===== src/rtl/inv_sub_byte_seq_if.sv =====
// Handshake bundle for the iterative InvSubBytes stage: input block with
// valid/ready towards upstream, output block with valid/ready towards downstream.
interface inv_sub_byte_seq_if;
    logic [127:0] state_in;
    logic         valid_in;
    logic         in_ready;
    logic [127:0] state_out;
    logic         valid_out;
    logic         out_ready;

    modport slave (
        input  state_in,
        input  valid_in,
        input  out_ready,
        output in_ready,
        output state_out,
        output valid_out
    );

    modport master (
        output state_in,
        output valid_in,
        output out_ready,
        input  in_ready,
        input  state_out,
        input  valid_out
    );
endinterface


===== src/rtl/inv_sub_byte_seq.sv =====
// Iterative AES InvSubBytes: BPC shared inverse S-box lanes walk the 16 state
// bytes over 16/BPC cycles, lowest lanes first, behind valid/ready handshakes.

module inv_sbox (
    input  logic [7:0] sub_i,
    output logic [7:0] sub_o
);
    localparam logic [7:0] INV_SBOX [256] = '{
        8'h52, 8'h09, 8'h6a, 8'hd5, 8'h30, 8'h36, 8'ha5, 8'h38, 8'hbf, 8'h40, 8'ha3, 8'h9e, 8'h81, 8'hf3, 8'hd7, 8'hfb,
        8'h7c, 8'he3, 8'h39, 8'h82, 8'h9b, 8'h2f, 8'hff, 8'h87, 8'h34, 8'h8e, 8'h43, 8'h44, 8'hc4, 8'hde, 8'he9, 8'hcb,
        8'h54, 8'h7b, 8'h94, 8'h32, 8'ha6, 8'hc2, 8'h23, 8'h3d, 8'hee, 8'h4c, 8'h95, 8'h0b, 8'h42, 8'hfa, 8'hc3, 8'h4e,
        8'h08, 8'h2e, 8'ha1, 8'h66, 8'h28, 8'hd9, 8'h24, 8'hb2, 8'h76, 8'h5b, 8'ha2, 8'h49, 8'h6d, 8'h8b, 8'hd1, 8'h25,
        8'h72, 8'hf8, 8'hf6, 8'h64, 8'h86, 8'h68, 8'h98, 8'h16, 8'hd4, 8'ha4, 8'h5c, 8'hcc, 8'h5d, 8'h65, 8'hb6, 8'h92,
        8'h6c, 8'h70, 8'h48, 8'h50, 8'hfd, 8'hed, 8'hb9, 8'hda, 8'h5e, 8'h15, 8'h46, 8'h57, 8'ha7, 8'h8d, 8'h9d, 8'h84,
        8'h90, 8'hd8, 8'hab, 8'h00, 8'h8c, 8'hbc, 8'hd3, 8'h0a, 8'hf7, 8'he4, 8'h58, 8'h05, 8'hb8, 8'hb3, 8'h45, 8'h06,
        8'hd0, 8'h2c, 8'h1e, 8'h8f, 8'hca, 8'h3f, 8'h0f, 8'h02, 8'hc1, 8'haf, 8'hbd, 8'h03, 8'h01, 8'h13, 8'h8a, 8'h6b,
        8'h3a, 8'h91, 8'h11, 8'h41, 8'h4f, 8'h67, 8'hdc, 8'hea, 8'h97, 8'hf2, 8'hcf, 8'hce, 8'hf0, 8'hb4, 8'he6, 8'h73,
        8'h96, 8'hac, 8'h74, 8'h22, 8'he7, 8'had, 8'h35, 8'h85, 8'he2, 8'hf9, 8'h37, 8'he8, 8'h1c, 8'h75, 8'hdf, 8'h6e,
        8'h47, 8'hf1, 8'h1a, 8'h71, 8'h1d, 8'h29, 8'hc5, 8'h89, 8'h6f, 8'hb7, 8'h62, 8'h0e, 8'haa, 8'h18, 8'hbe, 8'h1b,
        8'hfc, 8'h56, 8'h3e, 8'h4b, 8'hc6, 8'hd2, 8'h79, 8'h20, 8'h9a, 8'hdb, 8'hc0, 8'hfe, 8'h78, 8'hcd, 8'h5a, 8'hf4,
        8'h1f, 8'hdd, 8'ha8, 8'h33, 8'h88, 8'h07, 8'hc7, 8'h31, 8'hb1, 8'h12, 8'h10, 8'h59, 8'h27, 8'h80, 8'hec, 8'h5f,
        8'h60, 8'h51, 8'h7f, 8'ha9, 8'h19, 8'hb5, 8'h4a, 8'h0d, 8'h2d, 8'he5, 8'h7a, 8'h9f, 8'h93, 8'hc9, 8'h9c, 8'hef,
        8'ha0, 8'he0, 8'h3b, 8'h4d, 8'hae, 8'h2a, 8'hf5, 8'hb0, 8'hc8, 8'heb, 8'hbb, 8'h3c, 8'h83, 8'h53, 8'h99, 8'h61,
        8'h17, 8'h2b, 8'h04, 8'h7e, 8'hba, 8'h77, 8'hd6, 8'h26, 8'he1, 8'h69, 8'h14, 8'h63, 8'h55, 8'h21, 8'h0c, 8'h7d
    };

    assign sub_o = INV_SBOX[sub_i];
endmodule

module inv_sub_byte_seq #(
    parameter int BPC = 4
) (
    input  logic                 clk,
    input  logic                 rst_n,
    inv_sub_byte_seq_if.slave    bus
);
    localparam int NGRP = 16 / BPC;
    localparam int GW   = (NGRP > 1) ? $clog2(NGRP) : 1;

    typedef enum logic [1:0] {
        IDLE,
        BUSY,
        DONE
    } fsm_t;

    fsm_t           fsm_q, fsm_d;
    logic [GW-1:0]  grp_q, grp_d;
    logic [127:0]   work_q, work_d;
    logic           in_ready_c;

    logic [3:0]     lane_idx [BPC];
    logic [7:0]     sub_in   [BPC];
    logic [7:0]     sub_out  [BPC];

    // Lane gi of the shared S-box bank serves byte grp*BPC+gi this cycle.
    for (genvar gi = 0; gi < BPC; gi++) begin : g_lane
        assign lane_idx[gi] = 4'(32'(grp_q) * BPC + gi);
        assign sub_in[gi]   = work_q[{lane_idx[gi], 3'b000} +: 8];

        inv_sbox u_sbox (
            .sub_i (sub_in[gi]),
            .sub_o (sub_out[gi])
        );
    end

    always_comb begin
        fsm_d      = fsm_q;
        grp_d      = grp_q;
        work_d     = work_q;
        in_ready_c = 1'b0;

        case (fsm_q)
            IDLE: begin
                in_ready_c = 1'b1;
                if (bus.valid_in) begin
                    work_d = bus.state_in;
                    grp_d  = '0;
                    fsm_d  = BUSY;
                end
            end
            BUSY: begin
                for (int k = 0; k < BPC; k++) begin
                    work_d[{lane_idx[k], 3'b000} +: 8] = sub_out[k];
                end
                if (grp_q == GW'(NGRP - 1)) begin
                    grp_d = '0;
                    fsm_d = DONE;
                end else begin
                    grp_d = grp_q + 1'b1;
                end
            end
            DONE: begin
                // Consuming the result and accepting the next block share one edge.
                in_ready_c = bus.out_ready;
                if (bus.out_ready) begin
                    if (bus.valid_in) begin
                        work_d = bus.state_in;
                        grp_d  = '0;
                        fsm_d  = BUSY;
                    end else begin
                        fsm_d  = IDLE;
                    end
                end
            end
            default: begin
                fsm_d = IDLE;
                grp_d = '0;
            end
        endcase
    end

    always_ff @(posedge clk or negedge rst_n) begin
        if (!rst_n) begin
            fsm_q  <= IDLE;
            grp_q  <= '0;
            work_q <= '0;
        end else begin
            fsm_q  <= fsm_d;
            grp_q  <= grp_d;
            work_q <= work_d;
        end
    end

    assign bus.in_ready  = in_ready_c;
    assign bus.valid_out = (fsm_q == DONE);
    assign bus.state_out = work_q;
endmodule

===== src/flat_wrapper.sv =====
// flat-port wrapper written by rule: the top's interface ports become plain ports
module inv_sub_byte_seq_flat 
#(
    parameter int BPC = 4
)
  (clk, rst_n, bus_state_in, bus_valid_in, bus_out_ready, bus_in_ready, bus_state_out, bus_valid_out);
  inv_sub_byte_seq_if bus_i ();
  input  logic clk;
  input  logic rst_n;
  input wire logic [$bits(bus_i.state_in)-1:0] bus_state_in;
  input wire logic [$bits(bus_i.valid_in)-1:0] bus_valid_in;
  input wire logic [$bits(bus_i.out_ready)-1:0] bus_out_ready;
  output wire logic [$bits(bus_i.in_ready)-1:0] bus_in_ready;
  output wire logic [$bits(bus_i.state_out)-1:0] bus_state_out;
  output wire logic [$bits(bus_i.valid_out)-1:0] bus_valid_out;
  assign bus_i.state_in = bus_state_in;
  assign bus_i.valid_in = bus_valid_in;
  assign bus_i.out_ready = bus_out_ready;
  assign bus_in_ready = bus_i.in_ready;
  assign bus_state_out = bus_i.state_out;
  assign bus_valid_out = bus_i.valid_out;
  inv_sub_byte_seq #(.BPC(BPC)) u_core (.clk(clk), .rst_n(rst_n), .bus(bus_i));
endmodule

===== config.mk =====
export PLATFORM = sky130hd
export DESIGN_NAME = inv_sub_byte_seq_flat
export DESIGN_NICKNAME = d
export VERILOG_FILES = /design/src/rtl/inv_sub_byte_seq_if.sv /design/src/rtl/inv_sub_byte_seq.sv /design/src/flat_wrapper.sv
export SDC_FILE = /design/constraint.sdc
export NUM_CORES = 1
export LEC_CHECK = 0
export ABC_AREA = 1
export CORE_MARGIN = 4
export CORE_UTILIZATION = 25
export CTS_CLUSTER_DIAMETER = 80
export DETAILED_ROUTE_END_ITERATION = 10
export PLACE_DENSITY = 0.44
export SLEW_MARGIN = 10
export SYNTH_ARGS = -nofsm -noshare
export SYNTH_HDL_FRONTEND = slang
export SYNTH_SLANG_ARGS = --single-unit
export TNS_END_PERCENT = 20

===== constraint.sdc =====
create_clock -name clk -period 4.7 [get_ports clk]
set_input_delay 0.94 -clock clk [delete_from_list [all_inputs] [get_ports clk]]
set_output_delay 0.94 -clock clk [all_outputs]
set_load 0.1 [all_outputs]

# After elaboration in Yosys (flattened, before gate mapping)
# Memories as Yosys holds them, arrays and structs flattened.
# Cells that the tools add are included.
# op_classes
n_eq_ne,6
bitwise,4
muxes,25
n_addsub,8
order_cmp,4
n_reduce_logical,4
n_shift,12
# op_table
cell,count
bitwise mux 128 bit,4
"variable shift 8 x 9 -> 128 bit, first input constant",4
variable part select 128 x 8 -> 8 bit,4
variable part select 8 x 9 -> 128 bit,4
case mux 128 bit (3 select lines),1
2-to-1 mux 128 bit,2
2-to-1 mux 8 bit,8
"greater-or-equal comparator 9 bit, second input constant",4
negator 7 -> 9 bit,4
NOT 8 -> 9 bit,4
2-to-1 mux 2 bit,6
case mux 2 bit (3 select lines),2
"adder 4 x 2 -> 4 bit, second input constant",2
"adder 4 x 1 -> 4 bit, second input constant",1
"equality test 2 bit, second input constant",2
"!= test 2 bit, second input constant",2
AND reduction 3 bit,1
nonzero test 3 bit,1
"adder 2 x 1 -> 2 bit, second input constant",1
"equality test 2 x 1 -> 1 bit, second input constant",1
zero test 2 bit,1
"!= test 2 x 1 -> 1 bit, second input constant",1
case mux 1 bit (2 select lines),1
AND reduction 2 bit,1
2-to-1 mux 1 bit,1
# totals
output_inout_bits,130
romBits,8192
in_bits,132
wordCells,70
mem_count,4
register_bits,132
# mem_list
memory,words,word_bits,rd,rd_ports_with_merged_regs,write_ports,line,rtl
(no name shown),256,8,1,0,0,inv_sub_byte_seq.sv:27,assign sub_o = INV_SBOX[sub_i];
(no name shown),256,8,1,0,0,inv_sub_byte_seq.sv:27,
(no name shown),256,8,1,0,0,inv_sub_byte_seq.sv:27,
(no name shown),256,8,1,0,0,inv_sub_byte_seq.sv:27,

# Longest topological paths before layout
# depth
depth_word,11
ltp_mapped,22
mapped_depth_nobuf,20

# By module
# Synthesis repeated with hierarchy kept, for this count alone.
# hier_totals
hier_cells,3809
hier_area_um2,20502.2
# by_module_without_submodules
module,seq_area_each_um2,n_inst,area_per_inst_um2,cells_each
inv_sub_byte_seq,3303.2,1,8335.5,1318
inv_sbox (u_core.g_lane[2].u_sbox ...),0.0,2,3106.7,633
inv_sbox (u_core.g_lane[1].u_sbox),0.0,1,3034.2,615
inv_sbox (u_core.g_lane[0].u_sbox),0.0,1,2919.0,610

# Worst setup path after synthesis
# Ideal clock, no wire load.
# synth_path
kind,input -> output
start,input bus_out_ready
end,output bus_in_ready
setup_slack_ns,1.318
n_path_buf,0
stages,2
arrival_ns,2.442
required_ns,3.760
cell_sequence,inv_1 a21oi_1
# synth_between
elab_chain_len,1
# synth_rtl
item,line,rtl
from (decl),flat_wrapper.sv:12,input wire logic [$bits(bus_i.out_ready)-1:0] bus_out_ready;
case mux 1 bit (2 select lines),inv_sub_byte_seq.sv:72,case (fsm_q)
to (decl),flat_wrapper.sv:13,output wire logic [$bits(bus_i.in_ready)-1:0] bus_in_ready;
# No other way between the ends.

# Worst setup path after layout
# layout_path
start,register u_core.grp_q[0]
end,register u_core.work_q[27] (netlist: u_core.bus.state_out[27])
# layout_between
elab_chain_len,11
elab_cells_between_ends,40
cone_classes,add/sub (7); shift (12); mux (13); bitwise (4); memory (4)
# layout_rtl
item,line,rtl
from (decl),inv_sub_byte_seq.sv:47,"logic [GW-1:0] grp_q, grp_d;"
from (signal assigned),inv_sub_byte_seq.sv:119,grp_q <= grp_d;
adder 4 x 1 -> 4 bit / variable part select 128 x 8 -> 8 bit (equally long branches),"inv_sub_byte_seq.sv:57, inv_sub_byte_seq.sv:58",
variable part select 128 x 8 -> 8 bit / NOT 8 -> 9 bit (equally long branches),"inv_sub_byte_seq.sv:58, inv_sub_byte_seq.sv:27",
NOT 8 -> 9 bit (implied by the code) / memory read (256 x 8 bit) (equally long branches),--,
memory read (256 x 8 bit) / 2-to-1 mux 8 bit (equally long branches),--,
2-to-1 mux 8 bit (implied by the code),inv_sub_byte_seq.sv:27,
2-to-1 mux 8 bit (implied by the code) / variable part select 8 x 9 -> 128 bit (equally long branches),"inv_sub_byte_seq.sv:27, inv_sub_byte_seq.sv:83",
variable part select 8 x 9 -> 128 bit / bitwise mux 128 bit (equally long branches),inv_sub_byte_seq.sv:83,"work_d[{lane_idx[k], 3'b000} +: 8] = sub_out[k];"
bitwise mux 128 bit (2 in series),inv_sub_byte_seq.sv:83,
bitwise mux 128 bit *,inv_sub_byte_seq.sv:83,
case mux 128 bit (3 select lines) *,inv_sub_byte_seq.sv:72,
to (signal assigned),inv_sub_byte_seq.sv:120,work_q <= work_d;
to (decl),inv_sub_byte_seq.sv:48,"logic [127:0] work_q, work_d;"
# Mark *: on every way between the ends. The rest lies on a longest branch, timed or not. The select of a mux whose other input is x is not followed.
# A chain may end at the register's enable or synchronous reset.

==> key figures <==
CTS
  – H-tree depth: 4
  – Clk_lat worst skew: 0.50 ns
  – Clock transition at path regs: 0.07 ns
  – Total CTS buffers: 17
  – Max Root-Sink Buffers: 2
  – Post-CTS setup buffers: 0
  – Clock Sinks: 132
  – # resized after CTS: 0
  – CTS tree: done
  – Clock Tree Root: clkbuf_16
  – Cts hold-fix bufs: 0

Worst setup path
  – Worst r2r src: u_core.grp_q[0]
  – CP Capture Type: flip-flop
  – Critical Path Start Type: flip-flop
  – Reg-to-reg endpoint: u_core.bus.state_out[27]
  – Critical path type: flip-flop to flip-flop
  – Worst R2R Setup Slack: 0.51 ns
  – WP data required: 5.08 ns
  – Crit-path max FO: 52
  – Cells on worst reg2reg path: 18
  – WP data arrival: 4.58 ns

Yosys
  – Yosys warning total: 0
  – Yosys top cell by area: nand3_1
  – Syn nets: 3798
  – Post-synth EDFFs: 0
  – Post-synth cell types: 42
  – Seq/Total Area, Yosys: 16.2%
  – Mean post-synth cell area: 5.68 µm²
  – Post-synth ARST share: 100%
  – Cell area after synthesis: 20400 µm²
  – Synth Instances: 3594
  – Ys flop type: dfrtp_1
  – #FFs+latches synth: 132
  – Synth top area share: 19.9%
  – Synth area leaders: nand3_1 20%, nand2_1 19%, dfrtp_1 16%

Place
  – Post-DP HPWL: 91.0 mm
  – Port Buf Inserts: 261
  – GPL Wtd Cong: 1.04

Timing
  – Fin. Hold Viols: 0
  – RSZ-0062 raised after global routing: no
  – Minimum clock period: 4.19 ns
  – Tcrit/Tclk final: 89.2%
  – Tightest Pin Transition: 1.17 ns
  – Worst Skew: 0.0148 ns
  – F_max: 0.239 GHz
  – Setup TNS Final: 0 ns
  – Slew Viols, Final: 0
  – Rel. slew slack: 22.1%
  – # setup viols final: 0

Routing
  – Post-Route WL: 124 mm
  – Drt wl/cell: 25.8 µm
  – DR WL met3: 11.5 mm
  – Drc violations: 0
  – Metal2 WL: 55.2 mm
  – Wl on met1: 51.8 mm
  – Max layer used: met5
  – Via count: 27300
  – DRT iter0 DRCs: 3984
  – Drt pass-1 iters: 8
  – Final ANT Viol Nets: 0
  – Vias per cell: 5.69

Global route
  – Initial antenna violation count: 3
  – Vias in the first global route: 26200
  – Total gr overflow: 0
  – First-pass GRT wire length: 180 mm
  – GRT Overall Usage: 27.6%
  – Largest net degree at the start of global routing: 65

Die
  – Die ar.: 86300 µm²
  – Die W: 294 µm
  – IO Count: 262
  – Die Ht: 294 µm
  – Initial Util: 25.3%
  – FP Rows: 104
  – Core ar.: 80700 µm²

Status
  – Status: complete, no violations

Layout
  – Nets: 3931
  – Antenna Cells: 0
  – Share of cells above drive strength 1: 7.33%
  – Layout area overhead: 20.1%
  – Fillers: 9242
  – Final core utilization: 30.4%

Run
  – MaxCap Viol Count: 0

Min path
  – HP Class: input port to async pin
[placed cells by master, fill, tap and decap left out, types with 5 or more instances in the layout]
cell,count
clkdlybuf4s50_1,258
nand4_1,122
nand2_2,52
a22oi_1,16
a21oi_1,282
nand3_2,18
a31oi_1,6
a21boi_1,96
o211ai_1,26
clkbuf_16,17
nand2_4,8
o22ai_1,5
ha_1,72
nand2_1,1036
buf_4,83
nor2_2,14
inv_2,23
inv_1,291
nand3b_1,7
o21ai_1,34
a32oi_2,5
nand3_1,812
inv_6,5
o21ai_0,100
nor2_1,160
buf_12,11
dfrtp_1,130
[kinds of logic (layout without fill, tap and decap cells)]
family	Yosys count	after routing	share of synthesized area, %
adder cells (fa/ha/maj)	72	72	4.41
buffers and inverters	557	703	12.7
AND/OR/NAND/NOR	2245	2245	49.7
AO/OA/AOI/OAI	588	588	17.0
flip-flops	132	132	16.2
[routing by layer]
| metal | vias to the layer above | GRT usage, % |
|---|---|---|
| met5 | - | 0 |
| met4 | 6 | 10.5 |
| met3 | 300 | 5.68 |
| met2 | 1692 | 44.1 |
| met1 | 12900 | 36.6 |
| li1 | 12400 | - |
[worst max path at each step]
stage                    startpoint  slack [ns]                  endpoint
CTS                 u_core.grp_q[0]        0.60  u_core.bus.state_out[27]
global placement    u_core.grp_q[0]        0.59  u_core.bus.state_out[97]
finish              u_core.grp_q[0]        0.51  u_core.bus.state_out[27]
detailed placement  u_core.grp_q[0]        0.60  u_core.bus.state_out[27]
global route        u_core.grp_q[0]        0.35  u_core.bus.state_out[27]
floorplan             bus_out_ready        1.32              bus_in_ready
[through the flow]
step	setup slack (ns)	hold WS [ns]	std cells	instance area [µm²]
final	0.507	0.406	4800	24500
after floorplan	1.32	0.568	3594	20400
after detailed placement	0.601	0.570	4768	23900
after global placement	0.589	0.567	4768	23900
after CTS	0.602	0.453	4800	24500
after global routing	0.347	0.461	4800	24500
[critical path, stage by stage, from the launching register on]
cell,delay (ns)
dfrtp_4,0.52
inv_4,0.52
buf_4,0.41
nand2_1,0.08
nand3_1,0.09
nand2_2,0.18
inv_2,0.28
ha_1,0.43
inv_1,0.15
a21oi_1,0.39
nand2_1,0.16
nand3_1,0.10
nand3_1,0.12
nand2_1,0.11
nand2_1,0.06
nand3_1,0.07
nand2_1,0.18
nand3_1,0.13
a21boi_1,0.06
[flip-flops by register name, summed over array words and instances (netlist names)]
register	flops
u_core.bus.state_out	128
u_core.fsm_q	2
u_core.grp_q	2
[synth_stat cells, types with 2 or more instances]
cell	number
a21oi_1	282
a31oi_1	6
a21oi_2	4
nor2_1	161
dfrtp_1	132
o31ai_1	2
clkbuf_1	70
o211ai_1	26
nor2_2	14
inv_1	292
nor2_4	2
nor3b_1	2
a21boi_1	96
o21ai_0	100
o21ai_1	37
nand2_2	50
a32oi_2	5
buf_6	33
a22oi_1	16
nand3b_1	7
a22oi_2	3
inv_2	24
nand3_2	18
or2_2	3
nor3_1	5
nand4_1	122
ha_1	72
nand2_1	1039
nand3_1	812
a32oi_4	3
buf_2	104
buf_4	25
nand2_4	7
o22ai_1	5
buf_1	6
o21bai_1	3
[cell type report]
cell class                      count  area (µm²)  area share (%)
Inverter                          318        1200            4.91
Sequential cell                   132        3310            13.5
Multi-Input combinational cell   2905       14600            59.5
Clock inverter                     14         199           0.812
Tap cell                         1060        1330            5.41
Clock buffer                       18         439            1.79
Timing Repair Buffer              353        3440            14.0
Power is left out: the tool's default activity adds up to more than one toggle a clock period on the data nets, which glitch-free logic cannot reach.
